$ cat src/rtl/icache_linefill_rx.sv
// Collects BEAT_NUM data beats of one outstanding linefill, writes the full line into the data RAM,
// then pulses linefill_done to the owning MSHR entry. States: IDLE | COLLECT | WRITE | DONE.
module icache_linefill_rx #(
  parameter int MSHR_ENTRY_NUM = 8,
  parameter int TXNID_W        = 3,
  parameter int IDX_W          = 7,
  parameter int BEAT_NUM       = 4,
  parameter int BEAT_W         = 128
) (
  input  logic                         clk,
  input  logic                         rst_n,
  input  logic                         txreq_hs,
  input  logic [TXNID_W-1:0]           txreq_txnid,
  input  logic [IDX_W-1:0]             txreq_index,
  input  logic                         txreq_way,
  input  logic                         rxdat_vld,
  output logic                         rxdat_rdy,
  input  logic [TXNID_W-1:0]           rxdat_txnid,
  input  logic [BEAT_W-1:0]            rxdat_data,
  input  logic                         rxdat_last,
  output logic                         dataram_wr_vld,
  input  logic                         dataram_wr_rdy,
  output logic [IDX_W-1:0]             dataram_wr_index,
  output logic                         dataram_wr_way,
  output logic [BEAT_NUM*BEAT_W-1:0]   dataram_wr_data,
  output logic [MSHR_ENTRY_NUM-1:0]    linefill_done,
  output logic [MSHR_ENTRY_NUM-1:0]    pend_vec,
  output logic                         err_unexp,
  output logic                         err_proto
);

  localparam int CNT_W = $clog2(BEAT_NUM);

  typedef enum logic [1:0] {IDLE, COLLECT, WRITE, DONE} state_e;

  state_e                    state_q, state_d;
  logic [CNT_W-1:0]          beat_cnt_q, beat_cnt_d;
  logic [TXNID_W-1:0]        cur_txnid_q, cur_txnid_d;
  logic [MSHR_ENTRY_NUM-1:0] pend_q, pend_d;
  logic                      err_unexp_q, err_unexp_d;
  logic                      err_proto_q, err_proto_d;
  logic                      rxdat_rdy_q, rxdat_rdy_d;
  logic                      wr_vld_q, wr_vld_d;
  logic [MSHR_ENTRY_NUM-1:0] done_q, done_d;
  logic [IDX_W-1:0]          idx_tbl_q [MSHR_ENTRY_NUM];
  logic [IDX_W-1:0]          idx_tbl_d [MSHR_ENTRY_NUM];
  logic                      way_tbl_q [MSHR_ENTRY_NUM];
  logic                      way_tbl_d [MSHR_ENTRY_NUM];
  logic [BEAT_W-1:0]         beat_buf_q [BEAT_NUM];
  logic [BEAT_W-1:0]         beat_buf_d [BEAT_NUM];
  logic [IDX_W-1:0]          wr_index_q, wr_index_d;
  logic                      wr_way_q, wr_way_d;
  logic                      beat_acc;
  logic                      beat_final;

  always_comb begin
    state_d     = state_q;
    beat_cnt_d  = beat_cnt_q;
    cur_txnid_d = cur_txnid_q;
    pend_d      = pend_q;
    err_unexp_d = err_unexp_q;
    err_proto_d = err_proto_q;
    idx_tbl_d   = idx_tbl_q;
    way_tbl_d   = way_tbl_q;
    beat_buf_d  = beat_buf_q;
    wr_index_d  = wr_index_q;
    wr_way_d    = wr_way_q;
    beat_acc    = rxdat_vld && rxdat_rdy_q;
    beat_final  = (beat_cnt_q == CNT_W'(BEAT_NUM - 1));

    case (state_q)
      IDLE: begin
        if (beat_acc) begin
          if (!pend_q[rxdat_txnid]) begin
            err_unexp_d = 1'b1;
          end else begin
            beat_buf_d[0] = rxdat_data;
            beat_cnt_d    = CNT_W'(1);
            cur_txnid_d   = rxdat_txnid;
            state_d       = COLLECT;
            if (rxdat_last) err_proto_d = 1'b1;
          end
        end
      end
      COLLECT: begin
        if (beat_acc) begin
          if (rxdat_txnid != cur_txnid_q) begin
            err_proto_d = 1'b1;
          end else begin
            beat_buf_d[beat_cnt_q] = rxdat_data;
            if (rxdat_last != beat_final) err_proto_d = 1'b1;
            // Length comes from the counter; rxdat_last only feeds the error check.
            if (beat_final) begin
              beat_cnt_d = '0;
              state_d    = WRITE;
              wr_index_d = idx_tbl_q[cur_txnid_q];
              wr_way_d   = way_tbl_q[cur_txnid_q];
            end else begin
              beat_cnt_d = beat_cnt_q + CNT_W'(1);
            end
          end
        end
      end
      WRITE: begin
        if (dataram_wr_rdy) state_d = DONE;
      end
      DONE: begin
        pend_d[cur_txnid_q] = 1'b0;
        state_d             = IDLE;
      end
      default: state_d = IDLE;
    endcase

    // Snoop applied last so a re-request in DONE keeps its pending bit.
    if (txreq_hs) begin
      if (pend_q[txreq_txnid] && !(state_q == DONE && txreq_txnid == cur_txnid_q))
        err_proto_d = 1'b1;
      pend_d[txreq_txnid]    = 1'b1;
      idx_tbl_d[txreq_txnid] = txreq_index;
      way_tbl_d[txreq_txnid] = txreq_way;
    end

    rxdat_rdy_d = (state_d == IDLE) || (state_d == COLLECT);
    wr_vld_d    = (state_d == WRITE);
    done_d      = (state_d == DONE) ? (MSHR_ENTRY_NUM'(1) << cur_txnid_d) : '0;
  end

  always_ff @(posedge clk or negedge rst_n) begin
    if (!rst_n) begin
      state_q     <= IDLE;
      beat_cnt_q  <= '0;
      cur_txnid_q <= '0;
      pend_q      <= '0;
      err_unexp_q <= 1'b0;
      err_proto_q <= 1'b0;
      rxdat_rdy_q <= 1'b0;
      wr_vld_q    <= 1'b0;
      done_q      <= '0;
    end else begin
      state_q     <= state_d;
      beat_cnt_q  <= beat_cnt_d;
      cur_txnid_q <= cur_txnid_d;
      pend_q      <= pend_d;
      err_unexp_q <= err_unexp_d;
      err_proto_q <= err_proto_d;
      rxdat_rdy_q <= rxdat_rdy_d;
      wr_vld_q    <= wr_vld_d;
      done_q      <= done_d;
    end
  end

  always_ff @(posedge clk) begin
    idx_tbl_q  <= idx_tbl_d;
    way_tbl_q  <= way_tbl_d;
    beat_buf_q <= beat_buf_d;
    wr_index_q <= wr_index_d;
    wr_way_q   <= wr_way_d;
  end

  for (genvar k = 0; k < BEAT_NUM; k++) begin : g_wr_data
    assign dataram_wr_data[k*BEAT_W +: BEAT_W] = beat_buf_q[k];
  end

  assign rxdat_rdy        = rxdat_rdy_q;
  assign dataram_wr_vld   = wr_vld_q;
  assign dataram_wr_index = wr_index_q;
  assign dataram_wr_way   = wr_way_q;
  assign linefill_done    = done_q;
  assign pend_vec         = pend_q;
  assign err_unexp        = err_unexp_q;
  assign err_proto        = err_proto_q;

endmodule

$ cat config.mk
export PLATFORM = sky130hd
export DESIGN_NAME = icache_linefill_rx
export DESIGN_NICKNAME = d
export VERILOG_FILES = /design/src/rtl/icache_linefill_rx.sv
export SDC_FILE = /design/constraint.sdc
export NUM_CORES = 1
export LEC_CHECK = 0
export ABC_AREA = 1
export ABC_CLOCK_PERIOD_IN_PS = 8810
export BUFFER_PORTS_ARGS = -buffer_cell sky130_fd_sc_hd__buf_4
export CORE_AREA = 3 3 266 268
export CTS_BUF_LIST = sky130_fd_sc_hd__clkbuf_4 sky130_fd_sc_hd__clkbuf_8
export DETAILED_ROUTE_END_ITERATION = 6
export DIE_AREA = 0 0 269 271
export PLACE_DENSITY = 0.58
export SYNTH_ARGS = -nofsm -noshare
export SYNTH_HDL_FRONTEND = slang
export SYNTH_SLANG_ARGS = --single-unit
$ cat constraint.sdc
create_clock -name clk -period 8.81 [get_ports clk]
set_input_delay 0 -clock clk [delete_from_list [all_inputs] [get_ports clk]]
set_output_delay 0 -clock clk [all_outputs]
set_load 0.01 [all_outputs]
Word-level counts from Yosys, hierarchy flattened
Cells that the tools add are included.
{"block": "totals", "ff_bits": 611, "word_cells": 137, "inputBits": 148, "output_inout_bits": 540}
{"block": "classes", "n_reduce_logical": 16, "order_cmp": 10, "n_shift": 1, "add_sub_neg": 1, "n_eq_ne": 14, "mux": 56, "n_bitwise": 8}
{"cell": "512-bit 2-to-1 mux", "n": 2}
{"cell": "512-bit bitwise mux", "n": 1}
{"cell": "128-bit 2-to-1 mux", "n": 3}
{"cell": "128-bit demux with 2-bit select", "n": 1}
{"cell": "128-bit case mux with 2 select lines", "n": 1}
{"cell": "56-bit bitwise mux", "n": 1}
{"cell": "8-bit 2-to-1 mux", "n": 3}
{"cell": "2-bit 2-to-1 mux", "n": 11}
{"cell": "7-bit binary-select mux with 3-bit select", "n": 1}
{"cell": "7-bit demux with 3-bit select", "n": 1}
{"cell": "7-bit 2-to-1 mux", "n": 3}
{"cell": "1-bit 2-to-1 mux", "n": 15}
{"cell": "3-bit by 4-bit < comparator with 1-bit output, second input constant", "n": 3}
{"cell": "2-bit == test, second input constant", "n": 5}
{"cell": "1-bit binary-select mux with 3-bit select", "n": 3}
{"cell": "1-bit demux with 3-bit select", "n": 3}
{"cell": "3-bit 2-to-1 mux", "n": 3}
{"cell": "8-bit AND", "n": 1}
{"cell": "8-bit bitwise mux", "n": 1}
{"cell": "4-bit >= comparator, second input constant", "n": 2}
{"cell": "2-bit inequality test, second input constant", "n": 4}
{"cell": "3-bit inverter with 4-bit output", "n": 2}
{"cell": "8-bit inverter", "n": 1}
{"cell": "8-bit bitwise OR", "n": 1}
{"cell": "23 further kinds", "n": 34}

Longest topological paths before layout
Gate-level depths: netlist (run 1).
{"block": "logic_depth", "depth_word": 9, "ltp_mapped": 11, "mapped_depth_nobuf": 10}

Worst setup path after synthesis (run 1)
No wires, ideal clock.
{"block": "synth_path", "path_type": "register to register", "startpoint": "reg cur_txnid_q[1]", "endpoint": "reg rxdat_rdy_q, in the netlist rxdat_rdy", "stages_incl_launch_ff": 7, "synth_period_minus_slack_ns": 7.039, "required_ns": 8.365, "t_arrival_ns": 6.594, "path_slack_ns": 1.771, "setup_ns": 0.445, "n_path_buf": 1, "path_cell_list": "dfrtp_1 -> buf_6 -> xor2_1 -> nor2_2 -> nand4_1 -> nor2_1 -> nor2_1"}
{"block": "synth_between", "elab_chain_cells": 6, "word_cells_on_any_way": 7, "cone_classes": "2 x eq/ne; 3 x mux; 2 x reduce/logical"}
{"element": "from (decl)", "line": "38", "rtl": "logic [TXNID_W-1:0] cur_txnid_q, cur_txnid_d;"}
{"element": "from (signal assigned)", "line": "142", "rtl": "cur_txnid_q <= cur_txnid_d;"}
{"element": "3-bit inequality test (*)", "line": "87", "rtl": "if (rxdat_txnid != cur_txnid_q) begin"}
{"element": "2-bit 2-to-1 mux (*)", "line": "87"}
{"element": "2-bit 2-to-1 mux (*)", "line": "86", "rtl": "if (beat_acc) begin"}
{"element": "2-bit case mux with 4 select lines (*)", "line": "71", "rtl": "case (state_q)"}
{"element": "2-bit by 1-bit == test with 1-bit output / 2-bit zero test (equally long branches)", "line": "123", "rtl": "rxdat_rdy_d = (state_d == IDLE) || (state_d == COLLECT);"}
{"element": "1-bit logical OR (*)", "line": "123"}
{"element": "via rxdat_rdy_d", "line": "42", "rtl": "logic rxdat_rdy_q, rxdat_rdy_d;"}
{"element": "to (signal assigned)", "line": "146", "rtl": "rxdat_rdy_q <= rxdat_rdy_d;"}
{"element": "to (decl)", "line": "42"}
Mark *: on every way through the listed nets, which the timed path passes. The rest lies on a longest branch.
A chain may end at the register's enable or synchronous reset.

Worst setup path in the final report (run 1)
{"block": "layout_path", "startpoint": "reg cur_txnid_q[0]", "endpoint": "reg beat_buf_q, in the netlist dataram_wr_data[48], enable pin"}
{"block": "layout_between", "elab_chain_cells": 3}
{"element": "3-bit inequality test", "line": "87"}
{"element": "2-bit inequality test (no line)"}
{"element": "5-bit AND reduction (no line)"}
{"element": "to (signal assigned)", "line": "155", "rtl": "beat_buf_q <= beat_buf_d;"}
{"element": "to (decl)", "line": "49", "rtl": "logic [BEAT_W-1:0] beat_buf_q [BEAT_NUM];"}
Every way passes these cells.

==> results of run 1 <==
Yosys cell counts (4+ instances only):
master | count | share of area (%)
clkbuf_1 | 15 | 0.27
o2111ai_1 | 4 | 0.17
buf_6 | 15 | 0.82
ha_1 | 4 | 0.24
a21oi_1 | 7 | 0.17
a22oi_1 | 9 | 0.33
edfxtp_1 | 584 | 85
a21boi_0 | 8 | 0.29
a21boi_1 | 119 | 4.3
or2_2 | 4 | 0.12
dfrtp_1 | 27 | 3.3
buf_2 | 6 | 0.15
xnor2_1 | 4 | 0.17
inv_2 | 4 | 0.073
o21ai_0 | 36 | 0.87
inv_1 | 32 | 0.58
nor3_2 | 4 | 0.19
nor2_1 | 58 | 1.1
nand3_1 | 12 | 0.29
nand2_1 | 57 | 1.0
state kept, by name (all words and copies together), names as in the netlist:
name / cells
beat_cnt_q: 2
dataram_wr_vld: 1
err_proto: 1
state_q: 2
cur_txnid_q: 3
linefill_done: 8
dataram_wr_data: 512
way_tbl_q: 8
dataram_wr_index: 7
idx_tbl_q: 56
err_unexp: 1
dataram_wr_way: 1
pend_vec: 8
rxdat_rdy: 1
cell families (layout without fill, tap and decap cells):
family | Yosys count | in the layout | share of synthesized area [%]
buffers and inverters | 73 | 1116 | 1.92
adder cells (fa/ha/maj) | 4 | 4 | 0.242
AO/OA/AOI/OAI | 191 | 191 | 6.48
AND/OR/NAND/NOR | 146 | 146 | 3.06
flip-flops | 611 | 611 | 88.0
XOR/XNOR | 7 | 7 | 0.296
other | 0 | 9 | 0
stage by stage:
stage / worst slack, ns / total power, uW / utilization (%) / area, um2
floorplan: 1.77 / 4250 / - / 20700
global placement: 4.84 / 4870 / 39.2 / 26900
detailed placement: 4.77 / 4890 / 39.2 / 26900
CTS: 4.73 / 7470 / 45.1 / 30900
global route: 4.45 / 7720 / 45.1 / 30900
finish: 4.77 / 7400 / 45.1 / 31000
cells in the final DEF (no fill, tap or decap), types with 3 or more instances in the layout:
cell / n
xor2_1: 3
nor3_2: 4
edfxtp_1: 584
dlygate4sd3_1: 200
o21ai_0: 36
xnor2_1: 4
nand3_1: 12
inv_1: 31
nand2_1: 57
o2111ai_1: 4
inv_2: 4
inv_12: 3
ha_1: 4
a22oi_1: 9
a21boi_0: 8
clkbuf_8: 104
dfrtp_1: 27
a21oi_1: 7
clkinv_2: 7
buf_4: 697
diode_2: 9
a21boi_1: 119
clkinv_1: 28
clkbuf_4: 29
nor2_4: 4
nor2_1: 55
or2_2: 4
bufinv_16: 4
worst max-delay path, cell delays in order, from the launching register on:
cell and delay [ns]:
dfrtp_1 0.88, xor2_1 0.18, nor2_2 0.14, nand4_1 0.38
nand3_1 0.32, o21ai_0 0.24, inv_6 0.55, buf_4 0.78
cell type report:
cell class | instances | area share [%]
diodes | 9 | 0.0728
clock buffers | 133 | 5.33
clock inverters | 49 | 1.25
inverters | 36 | 0.453
multi-input cells | 348 | 6.86
flip-flops and latches | 611 | 58.8
well taps | 931 | 3.76
repair buffers | 898 | 23.4
report_power, final:
part	internal (uW)	total, uW	switching (uW)	leakage, uW
logic	498	1270	773	0.00519
registers	3530	3640	107	0.00562
clock network	1350	2490	1140	0.00106
total	5380	7400	2020	0.0119
worst paths after layout:
path	startpoint	end	slack [ns]	cells after the start
min	rxdat_data[120]	dataram_wr_data[376]$_DFFE_PP_	0.07	2
max in group asynchronous	rst_n	linefill_done[2]$_DFF_PN0_	8.31	4
min reg2reg	idx_tbl_q[33]$_DFFE_PP_	dataram_wr_index[5]$_DFFE_PP_	0.56	2
max reg2reg	cur_txnid_q[0]$_DFF_PN0_	dataram_wr_data[48]$_DFFE_PP_	4.77	7
min in group asynchronous	rst_n	pend_vec[6]$_DFF_PN0_	0.33	4
max	cur_txnid_q[0]$_DFF_PN0_	dataram_wr_data[48]$_DFFE_PP_	4.77	7
layer usage:
metal	global-route usage, %	up-vias
li1	-	5904
met1	20.0	6697
met2	31.8	656
met3	5.64	148
met4	8.36	6
met5	0	-
==> flow_metrics.tcl, run 1 <==
set metrics [dict create \
    cts_buffers 100 \
    hp-class "in -> reg" \
    rsz0062_at_grt "false" \
    cts_max_path_buffers 3 \
    top_layer "met5" \
    synthArstFlopShare_pct 4.42 \
    status "complete, no violations" \
    worstSetupEndpointType "register" \
    postCtsSetupRepairBufs 0 \
    std_cell_rows 96 \
    period_needed_ns 4.04 \
    maxSlewViolCount 0 \
    ys.flop_type "edfxtp_1" \
    grt_max_degree 69 \
    synth_area_um2 20700 \
    ant_nets 0 \
    io_buffers 687 \
    insertion_delay_ns 0.70 \
    via_per_inst 4.45 \
    ys_types 32 \
    multi_input_area_um2 2120 \
    syn_nets 1184 \
    placed_cells 2623 \
    fp.dieW_um 269 \
    drc 0 \
    clk_pin_slew_ns 0.06 \
    slew_headroom_pct 20.5 \
    antenna_found_initial 13 \
    power_leakage_uw 0.0119 \
    hold_viol_final 0 \
    required_ns 9.10 \
    maxCapViolCount 0 \
    setup_viol 0 \
    timing.fmax_mhz 248 \
    startpoint_type "register" \
    irDropWorstVdd_mv 0.140 \
    vias 13400 \
    post_cts_resized 0 \
    power_density_nw_per_um2 239 \
    path_class "reg -> reg" \
    ys_warn_count 0 \
    grt_pass1_wl_mm 95.8 \
    fin_setup_tns_ns 0 \
    first_iter_violations 1100 \
    synth_edf_count 584 \
    track_usage_pct 18.1 \
    crit_fanout 66 \
    wire_per_inst_um 22.8 \
    fillerInstances 6015 \
    overflow 0 \
    finalCritPeriodShare_pct 45.9 \
    dr.pass1.iters 5 \
    hpwl_mm 47.4 \
    ios 688 \
    ctsHtreeMaxLevel 3 \
    cts_num_sinks 611 \
    grt_pass1_vias 13800 \
    fin_skew_ns 0.0356 \
    drive_above_1_share_pct 42.2 \
    die_area_um2 72900 \
    drt_wl_total_mm 68.9 \
    post_synth.cell_area_avg_um2 20.1 \
    ys_ff_latch 611 \
    core-area_um2 68600 \
    worstPathArrival_ns 4.33 \
    hold_ws_ns 0.0682 \
    syn2layout_area_growth_pct 49.5 \
    die_h_um 271 \
    dr_wl_met2_mm 35.5 \
    regArea_um2 18200 \
    place.gp.congestion 0.833 \
    routed-wl-met3_mm 6.21 \
    seq_area_frac_synth_pct 88.0 \
    synthCells 1032 \
    cts_tree "yes" \
    root_buffer "clkbuf_8" \
    worstMarginPinSlew_ns 1.19 \
    final-instance-count-excl-fill 3015 \
    drt-met1-wl_mm 24.5 \
    num-nets-final 2147 \
    start_util_pct 30.2 \
    hold_buffers 201 \
]
No activity file was read; power rests on OpenSTA's default activity.
==> inputs of run 2 (changes only) <==
ABC_AREA = 0   (was 1)
ABC_CLOCK_PERIOD_IN_PS = 3600   (was 8810)
CORE_AREA = 3 3 265 267   (was 3 3 266 268)
DIE_AREA = 0 0 268 270   (was 0 0 269 271)
PLACE_DENSITY = 0.6   (was 0.58)
clock period = 3.6 ns   (was 8.81 ns; I/O delays follow)
==> flow_metrics.tcl, run 2 <==
set metrics [dict create \
    status "complete, no violations" \
    ys_ff_latch 611 \
    worstMarginPinSlew_ns 0.979 \
    grt_pass1_wl_mm 92.8 \
    synthCells 921 \
    final_area_um2 31000 \
    largest_reg_flops 512 \
    crit_fanout 4 \
    syn_nets 1073 \
    io_buffers 687 \
    power_leakage_uw 0.0118 \
    slowest_delay_ns 0.57 \
    irDropWorstVdd_mv 0.436 \
    power_density_nw_per_um2 574 \
    synthArstFlopShare_pct 4.42 \
    antenna_found_initial 16 \
    final_common_cell "buf_4" \
    worstPathArrival_ns 3.21 \
    fillerInstances 5859 \
    vias 12700 \
    ctsHtreeMaxLevel 3 \
    grt_max_degree 60 \
    first_iter_violations 1136 \
    period_needed_ns 2.66 \
    critical-path-top-delay-family "buffers and inverters" \
    cts_tree "yes" \
    num-nets-final 2068 \
    required_ns 4.15 \
    p_int_uw 13100 \
    pwr-share-clk_pct 31.7 \
    ys.flop_type "edfxtp_1" \
    rsz0062_at_grt "false" \
    syn2layout_area_growth_pct 51.4 \
    clk_pin_slew_ns 0.06 \
    critPathSlowestCell "dlygate4sd3_1" \
    layout_common_cells "710 x buf_4, 584 x edfxtp_1, 202 x dlygate4sd3_1" \
    synth_area_um2 20500 \
    via_per_inst 4.44 \
    yosysMostFrequentCell "edfxtp_1" \
    power_frac_comb_pct 18.5 \
    yosys-top-cells-count "584 x edfxtp_1, 121 x nor2b_1, 27 x dfrtp_1" \
    start_util_pct 30.0 \
    yosys-top-cells-area "edfxtp_1 86%, nor2b_1 3.7%, dfrtp_1 3.3%" \
    overflow 0 \
    maxSlewViolCount 0 \
    startpoint_type "register" \
    ios 688 \
    fin_setup_tns_ns 0 \
    timing.fmax_mhz 376 \
    ys_warn_count 0 \
    seq_area_frac_synth_pct 88.9 \
    ys_types 43 \
    place.gp.congestion 0.838 \
    worstSetupEndpointType "register" \
    postCtsSetupRepairBufs 0 \
    cts_max_path_buffers 3 \
    drt_wl_total_mm 66.7 \
    die_area_um2 72400 \
    setup_viol 0 \
    core-area_um2 68300 \
    finalCritPeriodShare_pct 73.9 \
    worstPathCellList "mux4_2 -> mux2_2 -> a31oi_1 -> dlygate4sd3_1 -> o41ai_1 -> dlygate4sd3_1" \
    seqPwrFrac_pct 49.8 \
    dr.pass1.iters 5 \
    maxCapViolCount 0 \
    drive_above_1_share_pct 45.9 \
    slew_headroom_pct 34.5 \
    root_buffer "clkbuf_8" \
    crit_top_cell "dlygate4sd3_1" \
    path_buf_inv 2 \
    fp.dieW_um 268 \
    std_cell_rows 96 \
    synth_edf_count 584 \
    p_sw_uw 4710 \
    fin_skew_ns 0.0350 \
    post_cts_resized 0 \
    die_h_um 270 \
    hpwl_mm 48.5 \
    hp-class "in -> reg" \
    ant_nets 0 \
    drc 0 \
    place_area_um2 27100 \
    yosysTopAreaCellShare_pct 85.6 \
    track_usage_pct 17.8 \
    cts_num_sinks 611 \
    hold_viol_final 0 \
    path_class "reg -> reg" \
    insertion_delay_ns 0.70 \
    grt_pass1_vias 13200 \
    wire_per_inst_um 23.2 \
    cts_buffers 96 \
    switching_share_pct 26.5 \
    post_synth.cell_area_avg_um2 22.2 \
    yosysTopAreaCell "edfxtp_1" \
]
-- run 2: final cells by class --
cell class / instances / area [um2] / share of cell area, %
Clock buffer: 119 / 1500 / 4.84
Multi-Input combinational cell: 276 / 2170 / 6.98
Clock inverter: 42 / 334 / 1.08
Timing Repair Buffer: 927 / 7650 / 24.7
Tap cell: 882 / 1100 / 3.56
Sequential cell: 611 / 18200 / 58.7
Inverter: 4 / 15.0 / 0.0484
Antenna cell: 11 / 27.5 / 0.0888
-- run 2: power groups by stage --
stage               Clock, uW  Combinational (uW)  Sequential [uW]
floorplan                   0                1190             9240
global placement            0                3080             8990
detailed placement          0                3120             9010
CTS                      5800                3340             8870
global route             6130                3530             8920
finish                   5650                3290             8870
-- run 2: metrics by stage --
step                      instances  util [%]  hold slack, ns  total power [uW]  setup WS (ns)
after floorplan                 921         -          -0.296             10400          0.263
after global placement         2497      39.7         -0.0649             12100           1.03
after detailed placement       2497      39.7         -0.0605             12100          0.967
after CTS                      2861      45.3        0.000273             18000          0.951
after global routing           2870      45.4          0.0233             18600          0.842
final                          2872      45.4          0.0640             17800          0.938
-- run 2: cell families after synthesis --
group | synth area share [%]
flip-flops | 88.9
AO/OA/AOI/OAI | 0.855
multiplexers | 3.12
XOR/XNOR | 0.257
buffers and inverters | 0.739
adder cells (fa/ha/maj) | 0.244
AND/OR/NAND/NOR | 5.85
-- run 2: routing by layer --
| layer | GRT usage [%] | vias to the layer above | routed length, um |
|---|---|---|---|
| li1 | - | 5551 | - |
| met3 | 5.30 | 141 | 5870 |
| met2 | 31.8 | 671 | 34900 |
| met5 | 0 | - | 45 |
| met1 | 19.5 | 6376 | 23400 |
| met4 | 7.65 | 6 | 2410 |
-- run 2: path summary, 6_finish.rpt --
check	slack, ns	endpoint	cells past startpoint	from
worst max-delay path	0.94	err_proto$_DFF_PN0_	6	pend_vec[0]$_DFF_PN0_
worst min-delay path	0.06	dataram_wr_data[309]$_DFFE_PP_	2	rxdat_data[53]
max in group asynchronous	3.08	linefill_done[5]$_DFF_PN0_	4	rst_n
worst max register to register	0.94	err_proto$_DFF_PN0_	6	pend_vec[0]$_DFF_PN0_
worst min register to register	0.57	err_unexp$_DFFE_PN0P_	1	err_unexp$_DFFE_PN0P_
min in group asynchronous	0.33	pend_vec[6]$_DFF_PN0_	4	rst_n
-- run 2: what timing repair did --
action	4_1_cts	5_1_grt
endpoints found under the hold margin	643	0
setup endpoints to repair	0	0
hold buffers	203	0
==> inputs of run 3 (changes only) <==
ABC_AREA = 1   (was 0)
ABC_CLOCK_PERIOD_IN_PS = 2500   (was 3600)
CORE_AREA = 3 3 266 268   (was 3 3 265 267)
DIE_AREA = 0 0 269 271   (was 0 0 268 270)
PLACE_DENSITY = 0.58   (was 0.6)
clock period = 2.5 ns   (was 3.6 ns; I/O delays follow)
==> flow_metrics.tcl, run 3 (synthesized netlist as in run 1, its figures left out) <==
set metrics [dict create \
    ctsHtreeMaxLevel 3 \
    worstMarginPinSlew_ns 0.850 \
    layout_common_cells "712 x buf_4, 584 x edfxtp_1, 187 x dlygate4sd3_1" \
    crit_fanout 7 \
    clk_pin_slew_ns 0.06 \
    root_buffer "clkbuf_8" \
    drive_above_1_share_pct 43.4 \
    cts_tree "yes" \
    hold_viol_final 0 \
    required_ns 3.08 \
    path_buf_inv 2 \
    power_leakage_uw 0.0120 \
    hp-class "in -> reg" \
    cts_num_sinks 611 \
    cts_buffers 98 \
    insertion_delay_ns 0.69 \
    regArea_um2 18200 \
    fp.dieW_um 269 \
    dr.pass1.iters 5 \
    setup_viol 0 \
    finalCritPeriodShare_pct 89.9 \
    critical-path-top-delay-family "simple AND/OR/NAND/NOR gates" \
    place.gp.congestion 0.837 \
    ant_nets 0 \
    fillerInstances 5944 \
    maxSlewViolCount 0 \
    final-instance-count-excl-fill 3027 \
    cts_max_path_buffers 3 \
    switching_share_pct 27.2 \
    period_needed_ns 2.25 \
    drc 0 \
    irDropWorstVdd_mv 0.603 \
    slew_headroom_pct 43.1 \
    wire_per_inst_um 22.5 \
    vias 13400 \
    std_cell_rows 96 \
    final_area_um2 31200 \
    drt_wl_total_mm 68.2 \
    grt_pass1_vias 13900 \
    die_area_um2 72900 \
    grt_pass1_wl_mm 95.8 \
    maxCapViolCount 0 \
    postCtsSetupRepairBufs 0 \
    overflow 0 \
    start_util_pct 30.2 \
    antenna_found_initial 15 \
    rsz0062_at_grt "false" \
    startpoint_type "register" \
    worstPathCellList "nand2_1 -> inv_2 -> nand2_1 -> nor2_2 -> nand3_2 -> nand2_1 -> nand2_1 -> dlygate4sd3_1 -> nand2_1 -> nand2_1 -> nor2_1" \
    power_frac_comb_pct 18.2 \
    total_power_uw 25700 \
    placed_cells 2656 \
    path_class "reg -> reg" \
    status "complete, no violations" \
    io_buffers 687 \
    p_int_uw 18700 \
    timing.fmax_mhz 445 \
    syn2layout_area_growth_pct 50.5 \
    ios 688 \
    core-area_um2 68600 \
    largest_reg_flops 512 \
    fin_util_pct 45.4 \
    die_h_um 271 \
    crit_top_cell "nand2_1" \
    multi_input_area_um2 2130 \
    slowest_delay_ns 0.57 \
    first_iter_violations 1038 \
    worstPathArrival_ns 2.83 \
    power_density_nw_per_um2 825 \
    track_usage_pct 18.1 \
    post_cts_resized 0 \
    worstSetupEndpointType "register" \
    num-nets-final 2165 \
    critPathSlowestCell "dlygate4sd3_1" \
    final_common_cell "buf_4" \
    grt_max_degree 131 \
    place_area_um2 27300 \
    seqPwrFrac_pct 49.7 \
    p_sw_uw 6980 \
    hpwl_mm 48.2 \
    via_per_inst 4.44 \
    fin_skew_ns 0.0480 \
    pwr-share-clk_pct 32.1 \
]
[run 3: cell types whose count changed in the layout (fill, tap and decap cells not counted), sizes merged, moves of 12 or more]
| cell | previous run | this run |
|---|---|---|
| nand3 | 2 | 15 |
| nor2b | 121 | 0 |
| inv | 9 | 39 |
| mux2 | 15 | 0 |
| o21ai | 17 | 36 |
| and2b | 12 | 0 |
| dlygate4sd3 | 202 | 187 |
| a21boi | 0 | 128 |
| mux4 | 18 | 0 |
| nand2 | 13 | 57 |
| nor2 | 19 | 61 |
[run 3: repair_timing]
action,CTS,global route
hold buffers,188,0
endpoints found under the setup margin,0,0
endpoints found under the hold margin,692,0
[run 3: worst paths after layout]
kind | endpoint | from | slack (ns) | depth (start not counted)
max in group asynchronous | state_q[1]$_DFF_PN0_ | rst_n | 1.95 | 4
worst min-delay path | dataram_wr_data[326]$_DFFE_PP_ | rxdat_data[70] | 0.08 | 2
min in group asynchronous | pend_vec[1]$_DFF_PN0_ | rst_n | 0.38 | 4
worst max-delay path | linefill_done[3]$_DFF_PN0_ | rxdat_rdy$_DFF_PN0_ | 0.25 | 11
worst max register to register | linefill_done[3]$_DFF_PN0_ | rxdat_rdy$_DFF_PN0_ | 0.25 | 11
worst min register to register | err_unexp$_DFFE_PN0P_ | err_unexp$_DFFE_PN0P_ | 0.55 | 1
[run 3: routing by layer]
| layer | wire length (um) | global-route usage [%] |
|---|---|---|
| met1 | 24400 | 20.4 |
| met2 | 35100 | 31.5 |
| met3 | 6580 | 5.77 |
| met4 | 2210 | 7.69 |
| met5 | 13 | 0 |
[run 3: final cells by class]
class	instances	area share, %
diodes	10	0.0803
clock buffers	130	5.12
well taps	931	3.74
multi-input cells	348	6.82
clock inverters	43	0.960
flip-flops and latches	611	58.5
inverters	36	0.446
repair buffers	918	24.4
[run 3: power by group through the flow]
| stage | Clock [uW] | Sequential, uW | Combinational [uW] |
|---|---|---|---|
| 2_1_floorplan | 0 | 13300 | 1650 |
| 3_5_place_dp | 0 | 13000 | 4510 |
| 4_1_cts | 8470 | 12800 | 4770 |
| 3_3_place_gp | 0 | 12900 | 4440 |
| 5_1_grt | 8980 | 12800 | 5080 |
| 6_report | 8240 | 12800 | 4690 |
[run 3: metrics by stage]
stage,TNS [ns],setup WS (ns),hold WS (ns)
after floorplan,-543.82,-1.17,-0.296
after global placement,0,0.356,-0.0661
after detailed placement,0,0.292,-0.0612
after CTS,0,0.268,0.0000844
after global routing,0,0.0891,0.0311
final,0,0.254,0.0825
